**src/rtl/instruction_fetch_controller_pkg.sv**
```systemverilog
// Shared types, widths and helpers for the instruction fetch controller.
// The PC advance helper wraps modulo the addressable instruction space.
package fetch_pkg;

  typedef enum logic [1:0] {IDLE, FETCH, HALT} fetch_state_t;

  localparam int PC_W        = 14;
  localparam int INSTR_BYTES = 4;

  localparam logic [31:0] HALT_WORD_DEFAULT = 32'hFFFF_FFFF;

  function automatic logic [PC_W-1:0] pc_advance(input logic [PC_W-1:0] pc,
                                                 input int unsigned mem_bytes);
    logic [31:0] sum_s;
    sum_s = {{(32-PC_W){1'b0}}, pc} + 32'(INSTR_BYTES);
    sum_s = sum_s % mem_bytes;
    return sum_s[PC_W-1:0];
  endfunction

endpackage

```
**src/rtl/instruction_fetch_controller_pc_register.sv**
```systemverilog
// Program counter register: load has priority over advance, otherwise hold.
// Advancing past the last word of instruction memory wraps to address 0.
module pc_register
  import fetch_pkg::*;
#(
  parameter int unsigned     MEM_BYTES = 1024,
  parameter logic [PC_W-1:0] RESET_PC  = 14'd0
) (
  input  logic            clk,
  input  logic            rst,
  input  logic            load,
  input  logic [PC_W-1:0] load_value,
  input  logic            advance,
  output logic [PC_W-1:0] pc
);

  logic [PC_W-1:0] pc_r;

  assign pc = pc_r;

  // PC state: reset, redirect/restart load, sequential advance, or hold
  always_ff @(posedge clk) begin
    if (rst) begin
      pc_r <= RESET_PC;
    end else if (load) begin
      pc_r <= load_value;
    end else if (advance) begin
      pc_r <= pc_advance(pc_r, MEM_BYTES);
    end else begin
      pc_r <= pc_r;
    end
  end

endmodule

```
**src/rtl/instruction_fetch_controller.sv**
```systemverilog
// Fetch sequencer: drives the combinational instruction memory from the PC and
// registers each returned word toward decode with valid/ready, redirect and halt.
module instruction_fetch_controller
  import fetch_pkg::*;
#(
  parameter int              N         = 32,
  parameter int unsigned     MEM_BYTES = 1024,
  parameter logic [PC_W-1:0] RESET_PC  = 14'd0,
  parameter logic [N-1:0]    HALT_WORD = HALT_WORD_DEFAULT
) (
  input  logic            clk,
  input  logic            rst,
  input  logic            start,
  output logic [PC_W-1:0] imem_address,
  input  logic [N-1:0]    imem_instruction,
  input  logic            branch_taken,
  input  logic [PC_W-1:0] branch_target,
  input  logic            decode_ready,
  output logic [N-1:0]    instr_out,
  output logic [PC_W-1:0] pc_out,
  output logic            instr_valid,
  output logic            halted,
  output logic            busy
);

  fetch_state_t    state_r;
  fetch_state_t    state_next_s;
  logic [N-1:0]    instr_r;
  logic [PC_W-1:0] pc_out_r;
  logic            valid_r;
  logic            halted_r;
  logic            busy_r;

  logic [PC_W-1:0] pc_s;
  logic            pc_load_s;
  logic [PC_W-1:0] pc_load_value_s;
  logic            pc_advance_s;
  logic            out_load_s;
  logic            out_clear_s;
  logic            out_free_s;
  logic [PC_W-1:0] target_s;

  assign imem_address = pc_s;
  assign instr_out    = instr_r;
  assign pc_out       = pc_out_r;
  assign instr_valid  = valid_r;
  assign halted       = halted_r;
  assign busy         = busy_r;

  // Redirect targets are always word aligned
  assign target_s   = branch_target & 14'h3FFC;
  assign out_free_s = ~valid_r | decode_ready;

  pc_register #(
    .MEM_BYTES (MEM_BYTES),
    .RESET_PC  (RESET_PC)
  ) u_pc (
    .clk        (clk),
    .rst        (rst),
    .load       (pc_load_s),
    .load_value (pc_load_value_s),
    .advance    (pc_advance_s),
    .pc         (pc_s)
  );

  // Next-state and per-cycle action decode; redirect outranks everything
  always_comb begin
    state_next_s    = state_r;
    pc_load_s       = 1'b0;
    pc_load_value_s = pc_s;
    pc_advance_s    = 1'b0;
    out_load_s      = 1'b0;
    out_clear_s     = 1'b0;
    case (state_r)
      IDLE: begin
        if (start) begin
          pc_load_s       = 1'b1;
          pc_load_value_s = RESET_PC;
          state_next_s    = FETCH;
        end else begin
          state_next_s = IDLE;
        end
      end
      FETCH: begin
        if (branch_taken) begin
          out_clear_s     = 1'b1;
          pc_load_s       = 1'b1;
          pc_load_value_s = target_s;
        end else if (out_free_s) begin
          out_load_s = 1'b1;
          if (imem_instruction == HALT_WORD) begin
            state_next_s = HALT;
          end else begin
            pc_advance_s = 1'b1;
          end
        end else begin
          state_next_s = FETCH;
        end
      end
      HALT: begin
        if (branch_taken) begin
          out_clear_s     = 1'b1;
          pc_load_s       = 1'b1;
          pc_load_value_s = target_s;
          state_next_s    = FETCH;
        end else if (start) begin
          out_clear_s     = 1'b1;
          pc_load_s       = 1'b1;
          pc_load_value_s = RESET_PC;
          state_next_s    = FETCH;
        end else if (valid_r && decode_ready) begin
          out_clear_s = 1'b1;
        end else begin
          state_next_s = HALT;
        end
      end
      default: begin
        state_next_s = IDLE;
      end
    endcase
  end

  // State register with status flags registered alongside it
  always_ff @(posedge clk) begin
    if (rst) begin
      state_r  <= IDLE;
      halted_r <= 1'b0;
      busy_r   <= 1'b0;
    end else begin
      state_r  <= state_next_s;
      halted_r <= (state_next_s == HALT);
      busy_r   <= (state_next_s == FETCH);
    end
  end

  // Output register toward decode; a flush drops the held word
  always_ff @(posedge clk) begin
    if (rst) begin
      instr_r  <= {N{1'b0}};
      pc_out_r <= 14'd0;
      valid_r  <= 1'b0;
    end else if (out_clear_s) begin
      instr_r  <= instr_r;
      pc_out_r <= pc_out_r;
      valid_r  <= 1'b0;
    end else if (out_load_s) begin
      instr_r  <= imem_instruction;
      pc_out_r <= pc_s;
      valid_r  <= 1'b1;
    end else begin
      instr_r  <= instr_r;
      pc_out_r <= pc_out_r;
      valid_r  <= valid_r;
    end
  end

endmodule

```
**config.mk**
```make
export PLATFORM = sky130hd
export DESIGN_NAME = instruction_fetch_controller
export DESIGN_NICKNAME = d
export VERILOG_FILES = /design/src/rtl/instruction_fetch_controller_pkg.sv /design/src/rtl/instruction_fetch_controller_pc_register.sv /design/src/rtl/instruction_fetch_controller.sv
export SDC_FILE = /design/constraint.sdc
export NUM_CORES = 1
export LEC_CHECK = 0
export CAP_MARGIN = 20
export CORE_MARGIN = 1
export CORE_UTILIZATION = 30
export DETAILED_ROUTE_END_ITERATION = 6
export PLACE_DENSITY = 0.58
export SLEW_MARGIN = 20
export SYNTH_ARGS = -nofsm -noshare
export SYNTH_HDL_FRONTEND = slang
export SYNTH_HIERARCHICAL = 1
export SYNTH_SLANG_ARGS = --single-unit
```
**constraint.sdc**
```tcl
create_clock -name clk -period 2.1 [get_ports clk]
set_input_delay 0.42 -clock clk [delete_from_list [all_inputs] [get_ports clk]]
set_output_delay 0.42 -clock clk [all_outputs]
set_load 0.03 [all_outputs]
```
==> impl_metrics.tcl <==
set metrics [dict create \
    total_power_mw 2.912 \
    detailed_place_hpwl_mm 5.910 \
    async_flop_share_pct 0 \
    worstMarginPinSlew_ns 0.5567 \
    wl_per_cell_um 14.35 \
    dieHeight_um 100.7 \
    endpoint_kind "flop" \
    r2r_cells 8 \
    slew_headroom_pct 62.89 \
    vias 2733 \
    io_buffers 111 \
    clk-insertion-delay-late_ns 0.33 \
    final_antenna_net_count 0 \
    die_w_um 100.7 \
    crit_type "primary input to flop" \
    fin_crit_ns 2.027 \
    synth_top_area_cell "dfxtp_1" \
    grt_max_degree 35 \
    status "complete, no violations" \
    peakVddDrop_v 0.0002633 \
    fin_worst_skew_ns 0.005784 \
    grt_util_all_layers_pct 16.39 \
    drv_cap 0 \
    cts.clk_slew.worst_paths_ns 0.07 \
    worstHoldPathCells 2 \
    n_antenna_cell 0 \
    place_congestion 0.7787 \
    syn_nets 358 \
    startpoint "imem_instruction[8]" \
    synth_edf_count 0 \
    crit_chain "clkdlybuf4s50_1 > nand4_1 > nor4_4 > buf_4 > a21oi_4 > buf_6 > nand2_1 > o21ai_0 > a311oi_1" \
    min_period_over_period_pct 96.54 \
    grt_pass1_wl_mm 12.90 \
    drcViolationCount 0 \
    coreArea_um2 9328 \
    area_growth_pct 60.57 \
    seq_area_frac_synth_pct 44.52 \
    final_nets 502 \
    postPlaceCellArea_um2 4363 \
    syn_avg_cell_area_um2 9.678 \
    dieArea_um2 10140 \
    hp-start "instr_out[10]" \
    ctsLongestPathBuffers 2 \
    netlist_area_um2 2923 \
    hold_viol_final 0 \
    io_pins 114 \
    rsz0062_at_grt "true" \
    r2r_start "state_r[0]" \
    crit_arrival_ns 2.27 \
    htreeDepth 3 \
    syn_inst 302 \
    ys_top_cells_by_area "dfxtp_1, mux2i_1, nor2_1, a22o_1, buf_12" \
    cts_tree "yes" \
    drt-initial-drc-count 95 \
    crit_family "buffers and inverters" \
    synth_top_area_share_pct 44.52 \
    setup-violations-final 0 \
    drive_gt1_share_pct 14.67 \
    fin_area_um2 4693 \
    cp_max_fo 9 \
    worst-path-stages 9 \
    cpPeakStageDelay_ns 0.48 \
    drv_slew 0 \
    overflow 0 \
    start_util_pct 31.33 \
    crit_required_ns 2.34 \
    numCtsBuffers 9 \
    antenna_found_initial 0 \
    hold_class "flop to flop" \
    drt-total-wl_mm 8.309 \
    grt_pass1_vias 2654 \
    vias_per_cell 4.720 \
    slowest_stage "clkdlybuf4s50_1" \
    yosysWarnings 6 \
    clock-sinks 65 \
    cts_root_buf "clkbuf_8" \
    rows 35 \
    fmax_mhz 493.3 \
    synth_cell_type_count 40 \
    synthFlopType "dfxtp_1" \
    first_pass_iters 4 \
    startpoint_type "primary input" \
    p_per_area_nw_per_um2 620.5 \
    leakage_nw 1.743 \
    critical_path_buf_inv_count 3 \
    synth-seq-cells 65 \
    hold_slack_ns 0.4905 \
]
final timing paths:
path / to / slack [ns]
hold reg to reg: instr_out[10] / 0.49
setup / recovery: u_pc/pc[8] / 0.07
setup reg to reg: u_pc/pc[7] / 0.13
hold / removal: instr_out[10] / 0.49
state kept, by name, summed over array words and instances (netlist names):
register	cells
halted	1
state_r	2
busy	1
instr_out	32
pc_out	14
instr_valid	1
u_pc/pc	14
report_power, final:
part           total (mW)  switching, mW  internal [mW]
Clock                1.06          0.458          0.603
Sequential           1.30         0.0266           1.27
Combinational       0.552          0.268          0.283
worst min-delay path, delay by kind of cell, from the launching register on:
family | cells | cell delay (ns)
AND/OR/NAND/NOR | 1 | 0.07
flip-flops | 1 | 0.32
multiplexers | 1 | 0.06
routing by layer:
metal	vias to the layer above	global-route usage [%]	share of wire [%]
met5	-	0	0
met2	80	26.77	48
li1	1363	-	-
met1	1283	20.90	45
met4	0	4.459	1.0
met3	7	5.062	5.8
cell type report:
type | instances | area [um^2]
clock buffer | 12 | 155.1
clock inverter | 3 | 40.04
fill | 926 | 4634
inverter | 5 | 18.77
multi-input combinational | 216 | 1511
sequential | 65 | 1303
tap | 129 | 161.4
timing repair buffer | 149 | 1504
Yosys cell counts, types with 2 or more instances:
| master | number |
|---|---|
| nand4_1 | 10 |
| a21oi_1 | 12 |
| a21o_1 | 2 |
| ha_1 | 5 |
| nand3_1 | 5 |
| or3_1 | 2 |
| dfxtp_1 | 65 |
| mux2i_1 | 50 |
| and2_1 | 4 |
| nor3b_1 | 6 |
| clkbuf_1 | 7 |
| a211oi_1 | 4 |
| buf_12 | 4 |
| nor2_1 | 66 |
| o21ai_0 | 5 |
| nand2_1 | 4 |
| o21ai_1 | 3 |
| inv_1 | 5 |
| nand2b_1 | 3 |
| nor4_1 | 2 |
| a311oi_1 | 2 |
| xor2_1 | 4 |
| buf_2 | 3 |
| a22o_1 | 13 |
timing repair:
action                                  4_1_cts  5_1_grt
endpoints found under the setup margin       22       46
hold buffers                                  0        0
resized for setup                             5        6
pin swaps                                     1        3
setup buffers                                 0        1
cloned                                        0        3
layout by cell type, fill, tap and decap left out, types with 6 or more instances in the layout:
cell type | synthesis | routed
a22o_1 | 13 | 13
mux2i_1 | 50 | 50
nand4_1 | 10 | 10
a21oi_1 | 12 | 11
dfxtp_1 | 65 | 64
clkdlybuf4s50_1 | 0 | 110
clkbuf_8 | 0 | 11
nor2_1 | 66 | 66
nor3b_1 | 6 | 6
buf_4 | 1 | 28
stage by stage:
step           util, %  TNS (ns)  std cells  setup slack [ns]
2_1_floorplan        -         0        302            0.1806
3_3_place_gp     46.77    -8.629        560           -0.4585
3_5_place_dp     46.77    -10.72        560           -0.5527
4_1_cts          49.15         0        575           0.04705
5_1_grt          50.32  -0.09013        579          -0.06448
6_report         50.32         0        579           0.07269
cell families after synthesis:
group,count (synthesis),share of synthesized area [%]
simple gates,107,17.38
flops,65,44.52
mux,51,17.51
compound gates,49,11.82
buf+inv,21,5.437
fa+ha+maj,5,2.140
xor+xnor,4,1.199
Note: power is estimated with default switching activity, not from simulation.
